## src/rtl/bcd_left_pack_if.sv

```systemverilog
// Handshake and result bus between the binary source, the BCD packer and the
// downstream digit-scan stage.
interface bcd_left_pack_if;
  logic        start;
  logic [26:0] bin;
  logic        busy;
  logic        done;
  logic [31:0] bcd_out;
  logic [3:0]  num;
  logic        ovf;

  modport master (output start, bin, input busy, done, bcd_out, num, ovf);
  modport slave  (input start, bin, output busy, done, bcd_out, num, ovf);
endinterface

```

## src/rtl/bcd_left_pack.sv

```systemverilog
// 27-bit binary to 8-digit packed BCD (shift-add-3), then left-justified so the
// most significant non-zero digit lands in [31:28]; num reports digits-1.

// One BCD digit lane of the double-dabble correction.
module bcd_add3 (
  input  logic [3:0] d,
  output logic [3:0] q
);
  assign q = (d >= 4'd5) ? d + 4'd3 : d;
endmodule

module bcd_left_pack (
  input  logic            clk,
  input  logic            rst,
  bcd_left_pack_if.slave  bus
);
  localparam int          NUM_LANES = 8;
  localparam int          VEC_W     = 4;
  localparam int          BIN_W     = 27;
  localparam logic [4:0]  LAST_ITER = 5'd26;
  localparam logic [26:0] OVF_LIM   = 27'd100000000;

  typedef enum logic [1:0] {IDLE, CONV, PACK} state_t;

  state_t                              state, state_nx;
  logic [BIN_W-1:0]                    binreg;
  logic [NUM_LANES-1:0][VEC_W-1:0]     work, work_adj;
  logic [4:0]                          iter;
  logic [2:0]                          lz;
  logic                                ovf_pend;

  logic [31:0]                         bcd_q;
  logic [3:0]                          num_q;
  logic                                ovf_q, done_q;

  logic                                accept, conv_step, pk_shift, pk_load, busy_c;

  genvar g;
  generate
    for (g = 0; g < NUM_LANES; g++) begin : g_lane
      bcd_add3 u_lane (.d(work[g]), .q(work_adj[g]));
    end
  endgenerate

  // state register
  always_ff @(posedge clk) begin
    if (rst) state <= IDLE;
    else     state <= state_nx;
  end

  // next-state
  always_comb begin
    state_nx = state;
    case (state)
      IDLE:    if (bus.start)         state_nx = CONV;
      CONV:    if (iter == LAST_ITER) state_nx = PACK;
      PACK:    if (pk_load)           state_nx = IDLE;
      default:                        state_nx = IDLE;
    endcase
  end

  // control strobes; an overflow skips justification and loads at once
  always_comb begin
    accept    = (state == IDLE) && bus.start;
    conv_step = (state == CONV);
    pk_shift  = (state == PACK) && !ovf_pend &&
                (work[NUM_LANES-1] == 4'h0) && (lz != 3'd7);
    pk_load   = (state == PACK) && !pk_shift;
    busy_c    = (state != IDLE);
  end

  always_ff @(posedge clk) begin
    if (rst) begin
      binreg   <= '0;
      work     <= '0;
      iter     <= '0;
      lz       <= '0;
      ovf_pend <= 1'b0;
      bcd_q    <= '0;
      num_q    <= '0;
      ovf_q    <= 1'b0;
      done_q   <= 1'b0;
    end else begin
      done_q <= 1'b0;
      if (accept) begin
        binreg   <= bus.bin;
        work     <= '0;
        iter     <= '0;
        lz       <= '0;
        ovf_pend <= (bus.bin >= OVF_LIM);
      end
      if (conv_step) begin
        {work, binreg} <= {work_adj, binreg} << 1;
        iter           <= iter + 5'd1;
      end
      if (pk_shift) begin
        work <= {work[NUM_LANES-2:0], 4'h0};
        lz   <= lz + 3'd1;
      end
      if (pk_load) begin
        done_q <= 1'b1;
        if (ovf_pend) begin
          bcd_q <= 32'h9999_9999;
          num_q <= 4'd7;
          ovf_q <= 1'b1;
        end else begin
          bcd_q <= work;
          num_q <= 4'd7 - {1'b0, lz};
          ovf_q <= 1'b0;
        end
      end
    end
  end

  assign bus.busy    = busy_c;
  assign bus.done    = done_q;
  assign bus.bcd_out = bcd_q;
  assign bus.num     = num_q;
  assign bus.ovf     = ovf_q;
endmodule

```

## src/flat_wrapper.sv

```systemverilog
// flat-port wrapper written by rule: the top's interface ports become plain ports
module bcd_left_pack_flat 
  (clk, rst, bus_start, bus_bin, bus_busy, bus_done, bus_bcd_out, bus_num, bus_ovf);
  bcd_left_pack_if bus_i ();
  input  logic clk;
  input  logic rst;
  input wire logic [$bits(bus_i.start)-1:0] bus_start;
  input wire logic [$bits(bus_i.bin)-1:0] bus_bin;
  output wire logic [$bits(bus_i.busy)-1:0] bus_busy;
  output wire logic [$bits(bus_i.done)-1:0] bus_done;
  output wire logic [$bits(bus_i.bcd_out)-1:0] bus_bcd_out;
  output wire logic [$bits(bus_i.num)-1:0] bus_num;
  output wire logic [$bits(bus_i.ovf)-1:0] bus_ovf;
  assign bus_i.start = bus_start;
  assign bus_i.bin = bus_bin;
  assign bus_busy = bus_i.busy;
  assign bus_done = bus_i.done;
  assign bus_bcd_out = bus_i.bcd_out;
  assign bus_num = bus_i.num;
  assign bus_ovf = bus_i.ovf;
  bcd_left_pack u_core (.clk(clk), .rst(rst), .bus(bus_i));
endmodule
```

## config.mk

```make
export PLATFORM = sky130hd
export DESIGN_NAME = bcd_left_pack_flat
export DESIGN_NICKNAME = d
export VERILOG_FILES = /design/src/rtl/bcd_left_pack_if.sv /design/src/rtl/bcd_left_pack.sv /design/src/flat_wrapper.sv
export SDC_FILE = /design/constraint.sdc
export NUM_CORES = 1
export LEC_CHECK = 0
export ABC_AREA = 1
export BUFFER_PORTS_ARGS = -buffer_cell sky130_fd_sc_hd__buf_2
export CAP_MARGIN = 40
export CORE_ASPECT_RATIO = 2
export CORE_MARGIN = 2
export CORE_UTILIZATION = 40
export CTS_BUF_LIST = sky130_fd_sc_hd__clkbuf_4
export DETAILED_ROUTE_END_ITERATION = 16
export PLACE_DENSITY = 0.68
export SLEW_MARGIN = 10
export SYNTH_ARGS = -nofsm -noshare
export SYNTH_HDL_FRONTEND = slang
export SYNTH_SLANG_ARGS = --single-unit
export TNS_END_PERCENT = 100
```

## constraint.sdc

```tcl
create_clock -name clk -period 4.85 [get_ports clk]
set_input_delay 0.485 -clock clk [delete_from_list [all_inputs] [get_ports clk]]
set_output_delay 0.485 -clock clk [all_outputs]
set_load 0.02 [all_outputs]
```

==> results.py <==
metrics = {
    "status": {
        "status": "finished clean",
    },
    "clocking": {
        "hold_buffers": 0,
        "post_cts.repair.setup_buffers": 0,
        "clock-sinks": 107,
        "cts_buffers": 9,
        "cts-root-buf": "clkbuf_4",
        "clockBufferDepth": 2,
        "cts_tree": "yes",
        "clk-insertion-delay-late_ns": 0.45,
        "cts_resized": 0,
        "htree_num_levels": 3,
        "path_clk_slew_ns": 0.15,
    },
    "placed_design": {
        "io_buffers": 67,
        "gp_congestion": 0.8585,
        "placed_area_mm2": 0.005817,
        "hpwl_mm": 9.934,
        "dpl_worst_slack_ns": 2.505,
        "dp_cells": 972,
    },
    "floorplanning": {
        "die_h_um": 169.0,
        "die_w_um": 86.51,
        "dieArea_mm2": 0.01462,
        "io_pins": 69,
        "start_util_pct": 40.76,
        "std_cell_rows": 60,
        "coreArea_mm2": 0.01336,
    },
    "hold_path": {
        "hp-start": "bus_bin[0]",
        "hold_path_class": "in -> reg",
    },
    "setup_path": {
        "cp_top_family": "simple AND/OR/NAND/NOR gates",
        "cp.arrival_ns": 2.68,
        "reg2reg_from": "u_core.state[1]",
        "critPathMaxFanout": 60,
        "crit_start": "u_core.state[1]",
        "startpoint_type": "flip-flop",
        "worst_path_max_delay_cell": "nor2_8",
        "slowest_delay_ns": 0.51,
        "crit_required_ns": 5.20,
        "worstSetupPathType": "reg -> reg",
        "setup.worst_path.end_class": "flip-flop",
        "critPathBufInv": 3,
        "path_cells": "inv_2 -> nand2_4 -> inv_2 -> buf_4 -> nor2_8 -> nand2_4 -> o21ai_0 -> a21oi_1",
    },
    "sta": {
        "rsz0062_at_grt": "no",
        "hold_viol": 0,
        "finalClockSkew_ns": 0.01276,
        "min_period_ns": 2.327,
        "fmax_mhz": 429.7,
        "worst_slack_ns": 2.523,
        "fin_tns_setup_ns": 0,
        "max-slew-margin-rel_pct": 52.77,
        "period_share_pct": 47.98,
        "worstMarginPinSlew_ns": 0.7076,
        "slew_violations": 0,
        "finalSetupViolCount": 0,
    },
    "global_route": {
        "grt_start_max_net_pins": 61,
        "grt_overflow": 0,
        "grt_pass1_wl_mm": 23.07,
        "grtUsageTotal_pct": 19.67,
        "antenna_found_initial": 1,
        "grt_pass1_vias": 4938,
    },
    "logic_synthesis": {
        "synthFlopType": "dfxtp_1",
        "synth_edf_count": 0,
        "synth_top_area_share_pct": 39.33,
        "postSynthNetCount": 834,
        "synthDistinctLibCells": 36,
        "async_flop_share_pct": 0,
        "postSynthAreaPerCell_um2": 6.956,
        "yosys.area.top_type": "dfxtp_1",
        "synth_area_leaders": "dfxtp_1, nand2_1, o21ai_0",
        "ys_seq_area_share_pct": 39.33,
        "synth_common_cells": "nand2_1, dfxtp_1, nor2_1",
        "synth_warnings": 0,
        "netlist_area_mm2": 0.005446,
        "netlist_instances": 783,
        "synthMostInstantiatedCell": "nand2_1",
        "ys_ff_latch": 107,
    },
    "route": {
        "firstDrtPassIters": 6,
        "drt-initial-drc-count": 223,
        "via_per_inst": 5.226,
        "wl_per_cell_um": 13.94,
        "ant_nets": 0,
        "vias": 5169,
        "route.detailed.drc": 0,
        "drt-total-wl_mm": 13.79,
    },
    "final_layout": {
        "finalNetCount": 879,
        "n_fill_cell": 1462,
        "areaGrowthSynthToFinish_pct": 8.730,
        "drive_gt1_share_pct": 12.73,
        "fin_cells": 989,
        "final_area_mm2": 0.005922,
    },
    "power_and_ir_drop": {
        "ir_drop_mv": 0.1952,
        "finalPower_mw": 2.059,
        "cellPowerDensity_mw_per_mm2": 347.6,
        "p_leak_nw": 2.665,
    },
    "job": {
        "maxCapViolations": 0,
    },
}
state kept, by name (all words and copies together), names as in the netlist, 2 cells and up:
signal and count:
u_core.binreg 27, u_core.bus.num 3, u_core.bus.bcd_out 32, u_core.lz 3, u_core.iter 5, u_core.state 2, u_core.work 32
metal layers:
| metal | part of all wire, % | global-route usage (%) | up-vias |
|---|---|---|---|
| met2 | 55 | 36.92 | 115 |
| met1 | 38 | 20.85 | 2385 |
| met5 | 0 | 0 | - |
| met3 | 3.8 | 3.072 | 24 |
| met4 | 3.4 | 8.764 | 0 |
| li1 | - | - | 2645 |
stage by stage:
step           utilization [%]  hold slack, ns
2_1_floorplan                -          0.4319
3_3_place_gp             43.32          0.4418
3_5_place_dp             43.53          0.4521
4_1_cts                  44.30          0.2578
5_1_grt                  44.32          0.2731
6_report                 44.32          0.3057
logic make-up (layout without fill, tap and decap cells):
| group | after synthesis | after routing | synth area share (%) |
|---|---|---|---|
| other | 1 | 2 | 0.06885 |
| adder cells (fa/ha/maj) | 21 | 21 | 4.824 |
| buffers and inverters | 129 | 179 | 10.18 |
| XOR/XNOR | 1 | 1 | 0.1608 |
| flip-flops | 107 | 107 | 39.33 |
| AND/OR/NAND/NOR | 339 | 339 | 26.95 |
| AO/OA/AOI/OAI | 185 | 185 | 18.49 |
where the power goes:
group | switching, mW | total, mW | internal [mW] | leakage [nW]
logic | 0.432 | 0.622 | 0.190 | 1.73
registers | 0.0765 | 1.05 | 0.970 | 0.871
clock network | 0.279 | 0.390 | 0.111 | 0.0608
total | 0.788 | 2.06 | 1.27 | 2.66
worst min-delay path, cell delays in order:
cell and delay (ns):
buf_2 0.08, inv_1 0.05, a21oi_1 0.11
worst paths after layout:
path	end	slack [ns]	depth (start not counted)
worst max-delay path	u_core.work[28]	2.52	8
worst min-delay path	u_core.binreg[0]	0.31	3
worst max register to register	u_core.work[28]	2.52	8
worst min register to register	u_core.bus.num[1]	0.46	1
layout make-up:
class	count	area, µm²	share of cell area (%)
tap	155	193.9	3.275
sequential	107	2142	36.17
multi-input combinational	547	2750	46.44
clock buffer	11	82.58	1.394
timing repair buffer	71	385.4	6.508
clock inverter	5	20.02	0.3381
inverter	92	345.3	5.831
antenna	1	2.502	0.04226
cell usage in the layout (no fill, tap or decap), types with 2 or more instances in the layout:
cell / instances
inv_1: 84
nor2_8: 2
nand2_4: 5
nor2_4: 2
o31ai_1: 12
a21oi_1: 43
dfxtp_1: 107
a31oi_1: 22
a22oi_1: 3
nor2_1: 88
inv_2: 8
or2_2: 2
buf_2: 67
nand2_2: 2
ha_1: 21
buf_4: 3
clkinv_1: 4
clkbuf_4: 11
o211ai_1: 2
o21ai_1: 18
o21ai_0: 81
nand2_1: 169
nand4_1: 7
nand3_1: 58
No activity file was read; power rests on OpenSTA's default activity.
